--- src/rtl/trace_buffer_if.sv ---
// Trace buffer bus: capture inputs, trigger controls and readout port.
// The master side (test harness / debug host) drives samples and controls,
// the slave side (trace_buffer) returns readout data and capture status.
interface trace_buffer_if #(
  parameter int DATA_W = 32,
  parameter int DEPTH  = 16
);
  localparam int AW = $clog2(DEPTH);

  // capture side
  logic              iValid;
  logic [DATA_W-1:0] iPC;
  logic [31:0]       iInstr;

  // arming and trigger control
  logic              iArm;
  logic              iTrigEn;
  logic [DATA_W-1:0] iTrigPC;
  logic              iTrigForce;

  // readout and status
  logic [AW-1:0]     iRdIdx;
  logic [DATA_W-1:0] oRdPC;
  logic [31:0]       oRdInstr;
  logic [1:0]        oState;
  logic              oDone;
  logic [AW:0]       oCount;
  logic [AW-1:0]     oTrigPos;

  modport master (
    output iValid, iPC, iInstr, iArm, iTrigEn, iTrigPC, iTrigForce, iRdIdx,
    input  oRdPC, oRdInstr, oState, oDone, oCount, oTrigPos
  );

  modport slave (
    input  iValid, iPC, iInstr, iArm, iTrigEn, iTrigPC, iTrigForce, iRdIdx,
    output oRdPC, oRdInstr, oState, oDone, oCount, oTrigPos
  );
endinterface

--- src/rtl/trace_buffer.sv ---
// Circular PC/instruction trace buffer with pre/post trigger capture.
// Samples stream into a ring while PRE; a PC match or forced trigger records
// the trigger slot and then POST_TRIG more samples are kept before freezing.
// Readout is indexed oldest-first with one cycle of registered latency.
module trace_buffer #(
  parameter int DATA_W    = 32,
  parameter int DEPTH     = 16,
  parameter int POST_TRIG = 8
) (
  input  logic            iCLK,
  input  logic            iRSTn,
  trace_buffer_if.slave   bus
);

  localparam int AW = $clog2(DEPTH);
  localparam int MW = DATA_W + 32;

  localparam logic [1:0] ST_IDLE = 2'd0;
  localparam logic [1:0] ST_PRE  = 2'd1;
  localparam logic [1:0] ST_POST = 2'd2;
  localparam logic [1:0] ST_DONE = 2'd3;

  localparam logic [AW:0]   COUNT_FULL = (AW+1)'(DEPTH);
  localparam logic [AW:0]   COUNT_ONE  = (AW+1)'(1);
  localparam logic [AW-1:0] AW_ONE     = AW'(1);
  localparam logic [AW-1:0] POST_INIT  = AW'(POST_TRIG);

  // control state
  logic [1:0]    state_q,     state_d;
  logic [AW-1:0] wp_q,        wp_d;
  logic [AW:0]   count_q,     count_d;
  logic [AW-1:0] post_q,      post_d;
  logic [AW-1:0] trig_slot_q, trig_slot_d;
  logic          rd_ok_q,     rd_ok_d;

  // sample storage; never reset, stale words are masked by the count
  logic [MW-1:0] mem [DEPTH];
  logic [MW-1:0] rd_word_q;

  logic          capturing;
  logic          trig_hit;
  logic          wr_en;
  logic [AW-1:0] start_slot;
  logic [AW-1:0] rd_slot;

  // capture qualifiers: arming always wins and suppresses the write
  always_comb begin
    capturing  = (state_q == ST_PRE) || (state_q == ST_POST);
    trig_hit   = bus.iValid &
                 (bus.iTrigForce | (bus.iTrigEn & (bus.iPC == bus.iTrigPC)));
    wr_en      = capturing & bus.iValid & ~bus.iArm;
    // once the ring has wrapped the oldest sample sits at the write pointer
    start_slot = (count_q == COUNT_FULL) ? wp_q : '0;
    rd_slot    = start_slot + bus.iRdIdx;
    rd_ok_d    = ({1'b0, bus.iRdIdx} < count_q);
  end

  // next-state logic for the capture FSM, pointers and counters
  always_comb begin
    state_d     = state_q;
    wp_d        = wp_q;
    count_d     = count_q;
    post_d      = post_q;
    trig_slot_d = trig_slot_q;

    if (bus.iArm) begin
      state_d     = ST_PRE;
      wp_d        = '0;
      count_d     = '0;
      post_d      = '0;
      trig_slot_d = '0;
    end else begin
      if (wr_en) begin
        wp_d = wp_q + AW_ONE;
        if (count_q != COUNT_FULL) begin
          count_d = count_q + COUNT_ONE;
        end
      end

      case (state_q)
        ST_PRE: begin
          if (trig_hit) begin
            // the triggering sample itself lands in the current write slot
            trig_slot_d = wp_q;
            if (POST_TRIG == 0) begin
              state_d = ST_DONE;
            end else begin
              state_d = ST_POST;
              post_d  = POST_INIT;
            end
          end
        end
        ST_POST: begin
          if (bus.iValid) begin
            post_d = post_q - AW_ONE;
            if (post_q == AW_ONE) begin
              state_d = ST_DONE;
            end
          end
        end
        default: begin
        end
      endcase
    end
  end

  // control registers with asynchronous active-low reset
  always_ff @(posedge iCLK or negedge iRSTn) begin
    if (!iRSTn) begin
      state_q     <= ST_IDLE;
      wp_q        <= '0;
      count_q     <= '0;
      post_q      <= '0;
      trig_slot_q <= '0;
      rd_ok_q     <= 1'b0;
    end else begin
      state_q     <= state_d;
      wp_q        <= wp_d;
      count_q     <= count_d;
      post_q      <= post_d;
      trig_slot_q <= trig_slot_d;
      rd_ok_q     <= rd_ok_d;
    end
  end

  // sample RAM: write port from capture, registered read port for readout
  always_ff @(posedge iCLK) begin
    if (wr_en) begin
      mem[wp_q] <= {bus.iPC, bus.iInstr};
    end
    rd_word_q <= mem[rd_slot];
  end

  // readout is zeroed when the index is past the held samples or after reset
  assign bus.oRdPC    = rd_ok_q ? rd_word_q[MW-1:32] : '0;
  assign bus.oRdInstr = rd_ok_q ? rd_word_q[31:0]    : '0;

  assign bus.oState   = state_q;
  assign bus.oDone    = (state_q == ST_DONE);
  assign bus.oCount   = count_q;
  assign bus.oTrigPos = ((state_q == ST_POST) || (state_q == ST_DONE))
                        ? (trig_slot_q - start_slot) : '0;

endmodule

--- src/flat_wrapper.sv ---
// flat-port wrapper written by rule: the top's interface ports become plain ports
module trace_buffer_flat 
#(
  parameter int DATA_W    = 32,
  parameter int DEPTH     = 16,
  parameter int POST_TRIG = 8
)
  (iCLK, iRSTn, bus_iValid, bus_iPC, bus_iInstr, bus_iArm, bus_iTrigEn, bus_iTrigPC, bus_iTrigForce, bus_iRdIdx, bus_oRdPC, bus_oRdInstr, bus_oState, bus_oDone, bus_oCount, bus_oTrigPos);
  trace_buffer_if #(.DATA_W(DATA_W), .DEPTH(DEPTH)) bus_i ();
  input  logic iCLK;
  input  logic iRSTn;
  input wire logic [$bits(bus_i.iValid)-1:0] bus_iValid;
  input wire logic [$bits(bus_i.iPC)-1:0] bus_iPC;
  input wire logic [$bits(bus_i.iInstr)-1:0] bus_iInstr;
  input wire logic [$bits(bus_i.iArm)-1:0] bus_iArm;
  input wire logic [$bits(bus_i.iTrigEn)-1:0] bus_iTrigEn;
  input wire logic [$bits(bus_i.iTrigPC)-1:0] bus_iTrigPC;
  input wire logic [$bits(bus_i.iTrigForce)-1:0] bus_iTrigForce;
  input wire logic [$bits(bus_i.iRdIdx)-1:0] bus_iRdIdx;
  output wire logic [$bits(bus_i.oRdPC)-1:0] bus_oRdPC;
  output wire logic [$bits(bus_i.oRdInstr)-1:0] bus_oRdInstr;
  output wire logic [$bits(bus_i.oState)-1:0] bus_oState;
  output wire logic [$bits(bus_i.oDone)-1:0] bus_oDone;
  output wire logic [$bits(bus_i.oCount)-1:0] bus_oCount;
  output wire logic [$bits(bus_i.oTrigPos)-1:0] bus_oTrigPos;
  assign bus_i.iValid = bus_iValid;
  assign bus_i.iPC = bus_iPC;
  assign bus_i.iInstr = bus_iInstr;
  assign bus_i.iArm = bus_iArm;
  assign bus_i.iTrigEn = bus_iTrigEn;
  assign bus_i.iTrigPC = bus_iTrigPC;
  assign bus_i.iTrigForce = bus_iTrigForce;
  assign bus_i.iRdIdx = bus_iRdIdx;
  assign bus_oRdPC = bus_i.oRdPC;
  assign bus_oRdInstr = bus_i.oRdInstr;
  assign bus_oState = bus_i.oState;
  assign bus_oDone = bus_i.oDone;
  assign bus_oCount = bus_i.oCount;
  assign bus_oTrigPos = bus_i.oTrigPos;
  trace_buffer #(.DATA_W(DATA_W), .DEPTH(DEPTH), .POST_TRIG(POST_TRIG)) u_core (.iCLK(iCLK), .iRSTn(iRSTn), .bus(bus_i));
endmodule
--- config.mk ---
export PLATFORM = sky130hd
export DESIGN_NAME = trace_buffer_flat
export DESIGN_NICKNAME = d
export VERILOG_FILES = /design/src/rtl/trace_buffer_if.sv /design/src/rtl/trace_buffer.sv /design/src/flat_wrapper.sv
export SDC_FILE = /design/constraint.sdc
export NUM_CORES = 1
export LEC_CHECK = 0
export BUFFER_PORTS_ARGS = -buffer_cell sky130_fd_sc_hd__buf_2
export CAP_MARGIN = 20
export CORE_ASPECT_RATIO = 1.4
export CORE_MARGIN = 3
export CORE_UTILIZATION = 50
export DETAILED_ROUTE_END_ITERATION = 8
export GPL_TIMING_DRIVEN = 0
export PLACE_DENSITY_LB_ADDON = 0.05
export SLEW_MARGIN = 10
export SYNTH_ARGS = -nofsm -noshare
export SYNTH_HDL_FRONTEND = slang
export SYNTH_SLANG_ARGS = --single-unit
--- constraint.sdc ---
create_clock -name iCLK -period 8.3 [get_ports iCLK]
set_clock_uncertainty 0.05 [all_clocks]
set_input_delay 0.415 -clock iCLK [delete_from_list [all_inputs] [get_ports iCLK]]
set_output_delay 0.415 -clock iCLK [all_outputs]
set_load 0.01 [all_outputs]
# After elaboration in Yosys (flattened, before gate mapping)
# Memory sizes are Yosys's and may differ from the RTL's. A register that Yosys moved wholly into a read port is not among the register bits.
# Cells that the tools add are included.
[word_totals] memories=1 mem_bits_rw=1024 ff_bits=20 input_bits=106 out_inout_bits=76
[classes] reduce_logical=11 muxes=23 n_eq_ne=10 addsub=5 bitwise_logic=6 n_lt_le_gt_ge=1
[memory_table] memory="u_core.mem" depth=16 word_bits=64 rd=1 rd_clocked_by_memory_dff=1 write_ports=1 line="trace_buffer.sv:37" rtl="logic [MW-1:0] mem [DEPTH];"
[op_table] operator="$mux 32" n=2
[op_table] operator="$mux 4" n=10
[op_table] operator="$eq 32x32->1" n=1
[op_table] operator="$mux 5" n=3
[op_table] operator="$mux 2" n=4
[op_table] operator="$pmux 4 s2" n=1
[op_table] operator="$reduce_bool 2->1" n=4
[op_table] operator="$ne 3x3->1 const B" n=2
[op_table] operator="$add 5x1->5 const B" n=1
[op_table] operator="$eq 5x5->1 const B" n=1
[op_table] operator="$lt 4x5->1" n=1
[op_table] operator="$ne 5x5->1 const B" n=1
[op_table] operator="$add 4x1->4 const B" n=1
[op_table] operator="$add 4x4->4" n=1
[op_table] operator="$and 1x1->1" n=4
[op_table] operator="$eq 2x2->1 const B" n=2
[op_table] operator="$eq 4x1->1 const B" n=1
[op_table] operator="$pmux 2 s2" n=1
[op_table] operator="$reduce_and 2->1" n=2
[op_table] operator="$reduce_and 4->1" n=1
[op_table] operator="$sub 4x1->4 const B" n=1
[op_table] operator="$sub 4x4->4" n=1
[op_table] operator="$ne 3x2->1 const B" n=1
[op_table] operator="$reduce_and 3->1" n=1
[op_table] operator="other kinds (6)" n=8

# Longest topological paths before layout
[logic_depth] ltp_word=7 depth_mapped=13

# Worst setup path after synthesis
# OpenSTA, ideal clock, no wires.
[synth_timing] path_kind="register -> register" from="register u_core.state_q[0] (netlist: u_core.bus.oState[0])" to="memory u_core.mem[0][0] in the netlist's numbering, enable pin" slack_ns=2.078 arrival_time_ns=5.607 stages_incl_launch_ff=7 t_required_ns=7.685 path_buffers=0 setup_time_ns=0.565 cell_sequence="dfrtp_1 inv_1 ha_1 nand2b_1 nor2_1 nand2_1 nor3_1"
[synth_via] elab_chain_len=6
[synth_lines] element="start: declaration" line="trace_buffer.sv:29" rtl="logic [1:0] state_q, state_d;"
[synth_lines] element="start signal: assignment" line="trace_buffer.sv:117" rtl="state_q <= state_d;"
[synth_lines] element="$eq 2x1->1 / $eq 2x2->1 (equally long branches)" line="trace_buffer.sv:48" rtl="capturing = (state_q == ST_PRE) || (state_q == ST_POST);"
[synth_lines] element="$logic_or 1x1->1 (*)" line="trace_buffer.sv:48"
[synth_lines] element="$and 1x1->1 (*) (2 in a row)" line="trace_buffer.sv:51" rtl="wr_en = capturing & bus.iValid & ~bus.iArm;"
[synth_lines] element="$mux 1 (*)" line="trace_buffer.sv:128" rtl="if (wr_en) begin"
[synth_lines] element="$mux 1 (implied by the code) (*)" line="trace_buffer.sv:129" rtl="mem[wp_q] <= {bus.iPC, bus.iInstr};"
[synth_lines] element="end: declaration" line="trace_buffer.sv:37"
# Mark *: on every way between the ends. The rest lies on a longest branch, timed or not.

# Final worst setup path
[layout_timing] from="register u_core.count_q[0] (netlist: u_core.bus.oCount[0])" to="register u_core.rd_word_q[44] (read register of u_core.mem)"
[layout_via] elab_chain_len=3
[layout_lines] element="start: declaration" line="trace_buffer.sv:31" rtl="logic [AW:0] count_q, count_d;"
[layout_lines] element="start signal: assignment" line="trace_buffer.sv:119" rtl="count_q <= count_d;"
[layout_lines] element="$eq 5x5->1" line="trace_buffer.sv:53" rtl="start_slot = (count_q == COUNT_FULL) ? wp_q : '0;"
[layout_lines] element="$mux 4" line="trace_buffer.sv:53"
[layout_lines] element="$add 4x4->4" line="trace_buffer.sv:54" rtl="rd_slot = start_slot + bus.iRdIdx;"
[layout_lines] element="end: declaration" line="trace_buffer.sv:38" rtl="logic [MW-1:0] rd_word_q;"
# Every way passes these cells.
# A chain may end at the register's enable or synchronous reset.

==> flow_summary.toml <==
[run_status]
status = "finished, final reports clean"

[clock_network]
cts_resized = 0
cts_sinks = 1108
cts.clk_slew.worst_paths_ns = 0.06
cts.path.max_buffers = 3
cts_buffers = 103
clock_latency_ns = 0.66
cts_max_level = 3
cts_root_buf = "clkbuf_16"
cts_setup_buffers = 0
cts_tree = "yes"

[die]
initial_core_util_pct = 50.55
ioPinCount = 182
coreArea_um2 = 84500
die_w_um = 253.0
dieArea_um2 = 89020
die_h_um = 351.8
placementRows = 126

[power_and_ir_drop]
power.switching_w = 0.002544
p_leak_nw = 16.59
p_int_w = 0.009564
p_comb_share_pct = 6.3
clkPwrFrac_pct = 42.0
power_frac_seq_pct = 51.7
peakVddDrop_mv = 0.1880
sw_frac_of_total_pct = 21.01
powerDensity_nw_per_um2 = 242.5

[route]
vias_per_cell = 5.830
drt-initial-drc-count = 1483
drc = 0
wirelength_um = 102500
vias = 21040
final_antenna_net_count = 0
wire_per_inst_um = 28.41
firstDrtPassIters = 5

[synthesis]
synth_edf_count = 1024
synth_area_um2 = 42710
synth_warnings = 0
syn_nets = 2192
async_reset_ff_share_pct = 1.805
ys_seq_area_share_pct = 76.16
netlist.area_leader.share_pct = 71.99
ys_types = 46
ys.flop_type = "edfxtp_1"
synth_cells = 2064
yosys.area.top_type = "edfxtp_1"
ys_ff_latch = 1108
syn_area_per_cell_um2 = 20.69
yosys-top-cells-area = "edfxtp_1 72%, mux4_2 13%, dfxtp_1 3.0%"

[place]
place_ws_ns = 3.416
place_area_um2 = 46230
io_buffer_count = 181
gp_congestion = 0.7458
dpl.cell_count = 3409
dp_hpwl_um = 68680

[hold_path]
hold_depth = 1
hold_class = "in2reg"

[setup_path]
cp_max_fo = 10
critPathKind = "reg2reg"
critPathRequiredTime_ns = 8.78
reg2reg_depth = 12
end_kind = "flop"
crit_arrival_ns = 5.29
cp-start-kind = "flop"

[sta]
fmax_ghz = 0.2079
worst_hold_slack_ns = 0.08099
setup-tns-final_ns = 0
setup_ws_ns = 3.491
rsz0062_at_grt = "false"
finalHoldViolCount = 0
slew_headroom_pct = 23.00
period_needed_ns = 4.809
worst_pin_slew_ns = 1.155
fin_crit_sh_pct = 57.94
timing.final.max_slew_violations = 0
setup_viol = 0

[cells_and_area]
finalNetCount = 2555
layout-drive-gt1-share_pct = 31.94
areaGrowthSynthToFinish_pct = 16.89
final_common_cell = "edfxtp_1"
final_area_um2 = 49930
mostFrequentLayoutCells = "1,024 x edfxtp_1, 256 x mux4_2, 207 x buf_2"
stdcell_count = 3608

[global_routing]
grt_pass1_wl_um = 149700
grt_usage_pct = 23.55
gr-total-overflow = 0
grt_max_degree = 22
antenna_found_initial = 6
grt_pass1_vias = 22440

[job]
maxCapViolations = 0
==> cells by family (layout without fill, tap and decap cells) <==
family	Yosys count	after routing	share of synthesized area [%]
other cells	0	3	0
buf+inv	125	578	1.429
fa+ha+maj	22	22	0.6796
xor+xnor	46	46	0.9784
mux	262	262	13.64
simple gates	355	355	4.186
flops	1108	1108	76.16
compound gates	146	146	2.923
==> sequential cells by signal, indices dropped and copies added, names as in the netlist <==
| signal | count |
|---|---|
| u_core.bus.oCount | 5 |
| u_core.bus.oState | 2 |
| u_core.mem | 1024 |
| u_core.post_q | 4 |
| u_core.rd_ok_q | 1 |
| u_core.rd_word_q | 64 |
| u_core.trig_slot_q | 4 |
| u_core.wp_q | 4 |
==> worst paths after layout <==
path	from	endpoint	slack, ns
max	u_core.bus.oCount[0]	u_core.rd_word_q[44]	3.49
min	bus_iInstr[31]	u_core.mem[0][31]	0.08
max reg2reg	u_core.bus.oCount[0]	u_core.rd_word_q[44]	3.49
min reg2reg	u_core.post_q[1]	u_core.post_q[1]	0.51
max in group asynchronous	iRSTn	u_core.rd_ok_q	7.64
min in group asynchronous	iRSTn	u_core.post_q[2]	0.21
==> stage by stage <==
step	power, W	utilization (%)
6_report	0.01211	59.09
5_1_grt	0.01250	59.08
4_1_cts	0.01222	59.08
3_5_place_dp	0.007153	54.70
3_3_place_gp	0.007126	53.23
2_1_floorplan	0.006800	-
==> per-layer routing <==
metal | part of all wire [%] | GRT usage (%) | vias up
li1 | - | - | 9091
met1 | 39 | 29.74 | 11170
met2 | 53 | 42.53 | 630
met3 | 4.9 | 3.386 | 150
met4 | 2.7 | 6.890 | 0
met5 | 0 | 0 | -
==> synth_stat cells, types with 2 or more instances <==
master and number:
dfrtp_1 20, nand3_1 6, xor2_1 35, nand4_1 4, buf_1 8, ha_1 20
buf_4 21, edfxtp_1 1024, fa_1 2, buf_2 26, dfxtp_1 64, a21oi_1 6
mux4_2 256, nand2_1 142, buf_6 4, a211oi_1 14, nor3_1 8, nand2b_1 12
nor2_1 31, xnor2_2 2, and3_1 3, clkbuf_1 52, nor4_1 7, o21ai_0 2
inv_1 14, a211oi_2 51, nor2b_1 3, and2_1 130, mux2i_1 5, a31oi_1 66
xnor2_1 9, a21o_1 3
==> critical path, cell delays in order (launching register included) <==
cell and delay (ns):
dfrtp_1 0.43, inv_1 0.08, ha_1 0.18, and4bb_1 0.25
and2_1 0.22, ha_1 0.22, fa_1 0.44, xor2_1 0.40
buf_2 0.40, clkbuf_1 0.88, clkbuf_1 0.64, nand2_1 0.11
a31oi_1 0.36
==> power by group through the flow <==
stage / combinational (W) / clock (W) / sequential, W
floorplan: 0.000424 / 0 / 0.00638
global placement: 0.000727 / 0 / 0.00640
detailed placement: 0.000778 / 0 / 0.00638
CTS: 0.000781 / 0.00518 / 0.00625
global route: 0.000829 / 0.00541 / 0.00626
finish: 0.000763 / 0.00509 / 0.00625
==> what timing repair did <==
item                                    4_1_cts  5_1_grt
endpoints found under the setup margin        0        0
hold buffers                                  1        0
hold endpoints to repair                     20        0
==> cell type report <==
type / count / area (um2)
fillers: 6277 / 34570
flip-flops and latches: 1108 / 32530
multi-input cells: 831 / 9682
clock buffers: 136 / 2905
repair buffers: 258 / 2049
well taps: 1088 / 1361
clock inverters: 59 / 779.5
plain buffers: 111 / 559.3
inverters: 14 / 52.55
diodes: 3 / 7.507
No activity file was read; power rests on OpenSTA's default activity.
